`config.mk`:
```
export PLATFORM = sky130hd
export DESIGN_NAME = calltrace_reader
export DESIGN_NICKNAME = d
export VERILOG_FILES = /design/src/rtl/calltrace_pkg.sv /design/src/rtl/ct_bus_master.sv /design/src/rtl/calltrace_reader.sv
export SDC_FILE = /design/constraint.sdc
export NUM_CORES = 1
export LEC_CHECK = 0
export CORE_MARGIN = 8
export CORE_UTILIZATION = 30
export DETAILED_ROUTE_END_ITERATION = 10
export GPL_TIMING_DRIVEN = 0
export HOLD_SLACK_MARGIN = 0.05
export SETUP_SLACK_MARGIN = 0.1
export SLEW_MARGIN = 20
export SYNTH_ARGS = -nofsm -noshare
export SYNTH_HDL_FRONTEND = slang
export SYNTH_SLANG_ARGS = --single-unit
```
`constraint.sdc`:
```
create_clock -name clk -period 1.6 [get_ports clk]
set_clock_uncertainty 0.15 [all_clocks]
set_input_delay 0.32 -clock clk [delete_from_list [all_inputs] [get_ports clk]]
set_output_delay 0.32 -clock clk [all_outputs]
set_load 0.1 [all_outputs]
```
`src/rtl/calltrace_pkg.sv`:
```
// Calltrace port control words, status field positions and dump FSM states.
// Shared by the dump engine and its bus master; no logic, no latency.
package calltrace_pkg;

  localparam logic [23:0] CT_CLEAR    = 24'h000002;
  localparam logic [23:0] CT_FREEZE   = 24'h000004;
  localparam logic [23:0] CT_UNFREEZE = 24'h000008;
  localparam logic [23:0] CT_BLOCK    = 24'h000010;
  localparam logic [23:0] CT_UNBLOCK  = 24'h000020;

  localparam int ST_OVFL_BIT   = 2;
  localparam int ST_FROZEN_BIT = 3;
  localparam int ST_COUNT_LSB  = 8;
  localparam int ST_MAXCNT_LSB = 16;
  localparam int ST_PID_LSB    = 24;

  typedef enum logic [3:0] {
    S_IDLE,
    S_BLOCK,
    S_FREEZE,
    S_STATUS,
    S_READ,
    S_EMIT,
    S_UNFREEZE,
    S_UNBLOCK,
    S_DONE
  } state_t;

endpackage

```
`src/rtl/ct_bus_master.sv`:
```
// Single calltrace access: strobe held until ack or TIMEOUT cycles; ack/timeout pulse one cycle later.
// New access launches only when req is high and no completion pulse is pending, forcing a strobe gap.
module ct_bus_master #(
  parameter int TIMEOUT = 15
) (
  input  logic        clk,
  input  logic        rst_n,
  input  logic        req,
  input  logic        we,
  input  logic        addr,
  input  logic [23:0] wdata,
  output logic        ack,
  output logic        timeout,
  output logic [31:0] rdata,
  output logic        ct_stb,
  output logic        ct_we,
  output logic        ct_addr,
  output logic [23:0] ct_wdata,
  input  logic [31:0] ct_rdata,
  input  logic        ct_ack
);

  localparam int CW = $clog2(TIMEOUT + 1);

  logic [CW-1:0] wait_cnt;

  always_ff @(posedge clk or negedge rst_n) begin
    if (!rst_n) begin
      ct_stb   <= 1'b0;
      ct_we    <= 1'b0;
      ct_addr  <= 1'b0;
      ct_wdata <= '0;
      ack      <= 1'b0;
      timeout  <= 1'b0;
      rdata    <= '0;
      wait_cnt <= '0;
    end else begin
      ack     <= 1'b0;
      timeout <= 1'b0;
      if (ct_stb) begin
        if (ct_ack) begin
          ct_stb <= 1'b0;
          ack    <= 1'b1;
          rdata  <= ct_rdata;
        end else if (wait_cnt == CW'(TIMEOUT - 1)) begin
          ct_stb  <= 1'b0;
          timeout <= 1'b1;
        end else begin
          wait_cnt <= wait_cnt + 1'b1;
        end
      end else if (req && !ack && !timeout) begin
        // command is latched here so it stays stable for the whole strobe
        ct_stb   <= 1'b1;
        ct_we    <= we;
        ct_addr  <= addr;
        ct_wdata <= wdata;
        wait_cnt <= '0;
      end
    end
  end

endmodule

```
`src/rtl/calltrace_reader.sv`:
```
// Freezes the current calltrace stack, streams its entries top-first on valid/ready, then unfreezes.
// EMIT stalls indefinitely on out_ready; CALLTRACE_READER_BLOCK_EN wraps the dump in block/unblock writes.
module calltrace_reader
  import calltrace_pkg::*;
#(
  parameter int MAX_ENTRIES = 32,
  parameter int DATA_W      = 24,
  parameter int TIMEOUT     = 15
) (
  input  logic              clk,
  input  logic              rst_n,
  input  logic              start,
  output logic              ct_stb,
  output logic              ct_we,
  output logic              ct_addr,
  output logic [23:0]       ct_wdata,
  input  logic [31:0]       ct_rdata,
  input  logic              ct_ack,
  output logic [DATA_W-1:0] out_data,
  output logic              out_valid,
  input  logic              out_ready,
  output logic              out_last,
  output logic              busy,
  output logic              done,
  output logic              err,
  output logic [4:0]        pid,
  output logic              ovfl,
  output logic [7:0]        count
);

  localparam int RW = $clog2(MAX_ENTRIES + 1);

`ifdef CALLTRACE_READER_BLOCK_EN
  localparam state_t FIRST_ST = S_BLOCK;
  localparam state_t ABORT_ST = S_UNBLOCK;
  localparam state_t TAIL_ST  = S_UNBLOCK;
`else
  localparam state_t FIRST_ST = S_FREEZE;
  localparam state_t ABORT_ST = S_DONE;
  localparam state_t TAIL_ST  = S_DONE;
`endif

  state_t        state, next;
  logic          req, we, addr;
  logic [23:0]   wdata;
  logic          bm_ack, bm_to;
  logic [31:0]   bm_rdata;
  logic [7:0]    st_count;
  logic [RW-1:0] remaining;
  logic          unused_bits;

  assign st_count    = bm_rdata[ST_COUNT_LSB +: 8];
  assign unused_bits = ^bm_rdata[31:29];

  ct_bus_master #(.TIMEOUT(TIMEOUT)) u_bus (
    .clk      (clk),
    .rst_n    (rst_n),
    .req      (req),
    .we       (we),
    .addr     (addr),
    .wdata    (wdata),
    .ack      (bm_ack),
    .timeout  (bm_to),
    .rdata    (bm_rdata),
    .ct_stb   (ct_stb),
    .ct_we    (ct_we),
    .ct_addr  (ct_addr),
    .ct_wdata (ct_wdata),
    .ct_rdata (ct_rdata),
    .ct_ack   (ct_ack)
  );

  always_comb begin
    next  = state;
    req   = 1'b0;
    we    = 1'b0;
    addr  = 1'b0;
    wdata = '0;
    unique case (state)
      S_IDLE: if (start) next = FIRST_ST;
      S_BLOCK: begin
        {req, we, addr, wdata} = {1'b1, 1'b1, 1'b1, CT_BLOCK};
        if (bm_to)       next = S_DONE;
        else if (bm_ack) next = S_FREEZE;
      end
      S_FREEZE: begin
        {req, we, addr, wdata} = {1'b1, 1'b1, 1'b1, CT_FREEZE};
        if (bm_to)       next = ABORT_ST;
        else if (bm_ack) next = S_STATUS;
      end
      S_STATUS: begin
        {req, addr} = 2'b11;
        if (bm_to)       next = ABORT_ST;
        else if (bm_ack) next = (st_count == 8'd0) ? S_UNFREEZE : S_READ;
      end
      S_READ: begin
        req = 1'b1;
        if (bm_to)       next = ABORT_ST;
        else if (bm_ack) next = S_EMIT;
      end
      S_EMIT: if (out_ready) next = (remaining == RW'(1)) ? S_UNFREEZE : S_READ;
      S_UNFREEZE: begin
        {req, we, addr, wdata} = {1'b1, 1'b1, 1'b1, CT_UNFREEZE};
        if (bm_to)       next = ABORT_ST;
        else if (bm_ack) next = TAIL_ST;
      end
      S_UNBLOCK: begin
        // attempted exactly once, even after an earlier timeout
        {req, we, addr, wdata} = {1'b1, 1'b1, 1'b1, CT_UNBLOCK};
        if (bm_to || bm_ack) next = S_DONE;
      end
      S_DONE:  next = S_IDLE;
      default: next = S_IDLE;
    endcase
  end

  always_ff @(posedge clk or negedge rst_n) begin
    if (!rst_n) begin
      state     <= S_IDLE;
      err       <= 1'b0;
      pid       <= '0;
      ovfl      <= 1'b0;
      count     <= '0;
      remaining <= '0;
      out_data  <= '0;
    end else begin
      state <= next;
      if (state == S_IDLE && start) err <= 1'b0;
      if (bm_to) err <= 1'b1;
      if (state == S_STATUS && bm_ack) begin
        pid       <= bm_rdata[ST_PID_LSB +: 5];
        ovfl      <= bm_rdata[ST_OVFL_BIT];
        count     <= st_count;
        remaining <= (st_count > 8'(MAX_ENTRIES)) ? RW'(MAX_ENTRIES) : RW'(st_count);
      end
      if (state == S_READ && bm_ack) out_data <= bm_rdata[DATA_W-1:0];
      if (state == S_EMIT && out_ready) remaining <= remaining - 1'b1;
    end
  end

  assign out_valid = (state == S_EMIT);
  assign out_last  = (state == S_EMIT) && (remaining == RW'(1));
  assign done      = (state == S_DONE);
  assign busy      = (state != S_IDLE) && (state != S_DONE);

endmodule
```
==> Implementation_results.wiki <==
{| class="wikitable"
! Metric !! Value
|-
| Initial standard-cell utilization of the core || 30.7%
|-
| Ys async rst share || 100%
|-
| Per-cell via count in the routed design || 4.69
|-
| Avg Synthesized Cell Area || between 10 and 15 um2
|-
| Max Fanout on Critical Path || 4
|-
| Number of nets at the end of the flow || around 540
|-
| Cell taking the most area after synthesis || sky130_fd_sc_hd__dfrtp_1
|-
| Detailed placement HPWL || 7.34 mm
|-
| Final std cells w/o fill || 683
|-
| Most frequent cells in the layout || sky130_fd_sc_hd__dfrtp_1, sky130_fd_sc_hd__buf_4, sky130_fd_sc_hd__buf_6, sky130_fd_sc_hd__mux2_4, sky130_fd_sc_hd__clkdlybuf4s50_1
|-
| Number of register bits inferred by synthesis || 91
|-
| Top-area cell type share of the netlist area || 56.0%
|-
| Arr. time, crit path || approximately 1.5 ns
|-
| Clock buffer count from CTS || 9
|-
| Average wire length per cell after detail routing || 17.6 um
|-
| Clock tree from TritonCTS || yes
|-
| Area of the placeable core || around 13000 um2
|-
| Dpl ws || -1.14 ns
|-
| Number of flops mapped to enable cells by yosys || 0
|-
| Shortest clock period the worst path allows after layout || about 2 ns
|-
| Row count || 42
|-
| Critical R2R Launch || state[1]
|-
| Setup slack of the critical path after layout || -0.391 ns
|-
| Initial detailed-routing violation count || between 100 and 150
|-
| Setup Total Neg Slack || -13.87 ns
|-
| Total clock sinks || between 90 and 100
|-
| Hold WC Path Type || primary input to asynchronous set/reset pin
|-
| DRC violations left || 0
|-
| Worst reg-to-reg path cell count || 8
|-
| Antenna violations before repair || 0
|-
| Synth area leaders || sky130_fd_sc_hd__dfrtp_1, sky130_fd_sc_hd__mux2_2, sky130_fd_sc_hd__mux2_1
|-
| Highest achievable clock rate || 502 MHz
|-
| Area after detailed placement || 5550 um2
|-
| Area grow syn2layout || 70.0%
|-
| Vias || 3200
|-
| Violations in the final reports || negative setup slack
|-
| Number of instances in the placed design || 609
|-
| Count of antenna diodes in the layout || 0
|-
| Number of hold-slack violations in the final timing report || 0
|-
| Sequential area share after synthesis || 56.0%
|-
| Floorplan die area || between 15000 and 20000 um2
|-
| Final-report setup violation count || 87
|-
| Most common cell after layout, fill and taps aside || sky130_fd_sc_hd__dfrtp_1
|-
| Max-cap violation count || 0
|-
| Summed instance area of the synthesized netlist || 4070 um2
|-
| Ratio of cells with drive above 1 in the final layout || between 50% and 60%
|-
| Number of input and output port buffers inserted || 83
|-
| Number of nets with antenna violations after routing || 0
|-
| Required time of the critical path || 1.13 ns
|-
| Overall fraction of global-route tracks in use || 13.0%
|-
| I/O Pins || 107
|-
| Ys flop type || sky130_fd_sc_hd__dfrtp_1
|-
| Run status || finished, violations left
|-
| Routability Congestion || 0.835
|-
| Warnings, synthesis || 0
|-
| Number of H-tree levels || 3
|-
| Worst Setup End Kind || output pin
|-
| Routed wire length || roughly 12 mm
|-
| Final instance area || 6910 um2
|-
| Final worst-path cycle share || 124%
|-
| RSZ-0062 raised after global routing || true
|-
| Clock edge transition at the registers on the reported setup and hold paths || 0.07 ns
|-
| Startpoint type of the worst setup path || flip-flop
|-
| Buffer levels on the longest clock path || 2
|-
| Worst r2r dst || out_data[5]
|-
| Count of different cell masters after synthesis || 56
|-
| Global-route wire length before repair || 18.3 mm
|-
| Total congestion overflow after global routing || 0
|-
| Die Wd || 132 um
|-
| Number of pins with negative max-slew slack in the final report || 0
|-
| CTS Root Buffer Type || sky130_fd_sc_hd__clkbuf_16
|-
| Insertion delay to the later sink of the worst-skew pair || 0.34 ns
|-
| Pin count of the biggest net entering global routing || 48
|-
| Die outline height || 132 um
|-
| Via count of the first global-routing pass || 3376
|-
| Gate count of the mapped netlist || 330
|-
| Setup CP Type || flip-flop to output pin
|-
| First-pass iteration count of the detailed router || 4
|-
| Reg-to-reg setup timing slack || -0.32 ns
|}
-- cells in the mapped netlist (4+ instances only) --
cell                       number
sky130_fd_sc_hd__clkbuf_1       5
sky130_fd_sc_hd__inv_1         10
sky130_fd_sc_hd__ha_1           4
sky130_fd_sc_hd__and2_1         4
sky130_fd_sc_hd__mux2_1        15
sky130_fd_sc_hd__nand3_1        6
sky130_fd_sc_hd__buf_2          7
sky130_fd_sc_hd__dfrtp_1       91
sky130_fd_sc_hd__nor3_1        11
sky130_fd_sc_hd__a21oi_1        7
sky130_fd_sc_hd__buf_4         21
sky130_fd_sc_hd__mux2_2        46
sky130_fd_sc_hd__o21ai_0        6
sky130_fd_sc_hd__nand2_1       32
sky130_fd_sc_hd__and3_1         4
sky130_fd_sc_hd__nor2_1        10
-- how the worst max path moves through the flow --
stage	startpoint	to	slack (ns)	cells after the start
after floorplan	state[3]	state[1]	-0.30	5
after global placement	rst_n	u_bus.ct_stb	-3.98	1
after detailed placement	state[3]	out_last	-1.14	4
after CTS	state[3]	out_last	-0.45	4
after global routing	state[2]	done	-0.44	4
final	state[2]	done	-0.39	4
-- area by class of cell --
type                            count  area, um2
Multi-Input combinational cell    214       2160
Buffer                             32        348
Fill cell                        1134       6330
Clock buffer                        9        225
Inverter                           11       60.1
Timing Repair Buffer              144       1560
Sequential cell                    91       2290
Tap cell                          176        220
Clock inverter                      6       51.3
-- through the flow --
step	hold slack [ns]	util, %
global placement	0.306	41.7
detailed placement	0.135	41.9
finish	0.325	52.2
floorplan	-0.126	-
global route	0.350	52.2
CTS	0.326	48.0
-- state kept, by name, indices dropped and copies added, names as in the netlist --
| signal | cells |
|---|---|
| u_bus.ct_addr | 1 |
| state | 4 |
| count | 8 |
| u_bus.ct_wdata | 4 |
| ovfl | 1 |
| u_bus.ct_stb | 1 |
| u_bus.ack | 1 |
| out_data | 24 |
| err | 1 |
| u_bus.wait_cnt | 4 |
| remaining | 6 |
| u_bus.ct_we | 1 |
| u_bus.timeout | 1 |
| u_bus.rdata | 29 |
| pid | 5 |
-- what timing repair did --
action,in CTS,in global routing
resized for setup,382,100
hold buffers,1,0
pin swaps,24,33
endpoints found under the setup margin,103,116
endpoints found under the hold margin,44,0
setup buffers,32,24
gates cloned,2,3
-- cell families (layout without fill, tap and decap cells) --
group,Yosys count,after routing,synth area share (%)
adder cells (fa/ha/maj),4,4,1.23
multiplexers,62,62,17.1
AO/OA/AOI/OAI,44,44,8.34
other,1,20,0.0922
XOR/XNOR,3,3,0.646
flip-flops,91,91,56.0
buffers and inverters,44,202,6.21
AND/OR/NAND/NOR,81,81,10.4
-- worst max-delay path, stage by stage, from the launching register on --
cell and delay, ns:
sky130_fd_sc_hd__dfrtp_2 0.44, sky130_fd_sc_hd__buf_8 0.14, sky130_fd_sc_hd__nor3_4 0.23, sky130_fd_sc_hd__and2_4 0.20
sky130_fd_sc_hd__buf_12 0.16
-- routing by layer --
metal / GRT usage [%] / vias to the layer above / routed length [um]
met5: 0 / - / 0
met4: 4.04 / 0 / 268
met3: 4.01 / 22 / 685
met2: 21.8 / 101 / 5950
met1: 15.5 / 1607 / 5150
li1: - / 1470 / -
Power is not shown: default switching activity piles up to over one toggle a cycle in this logic, so the estimate is an artifact.
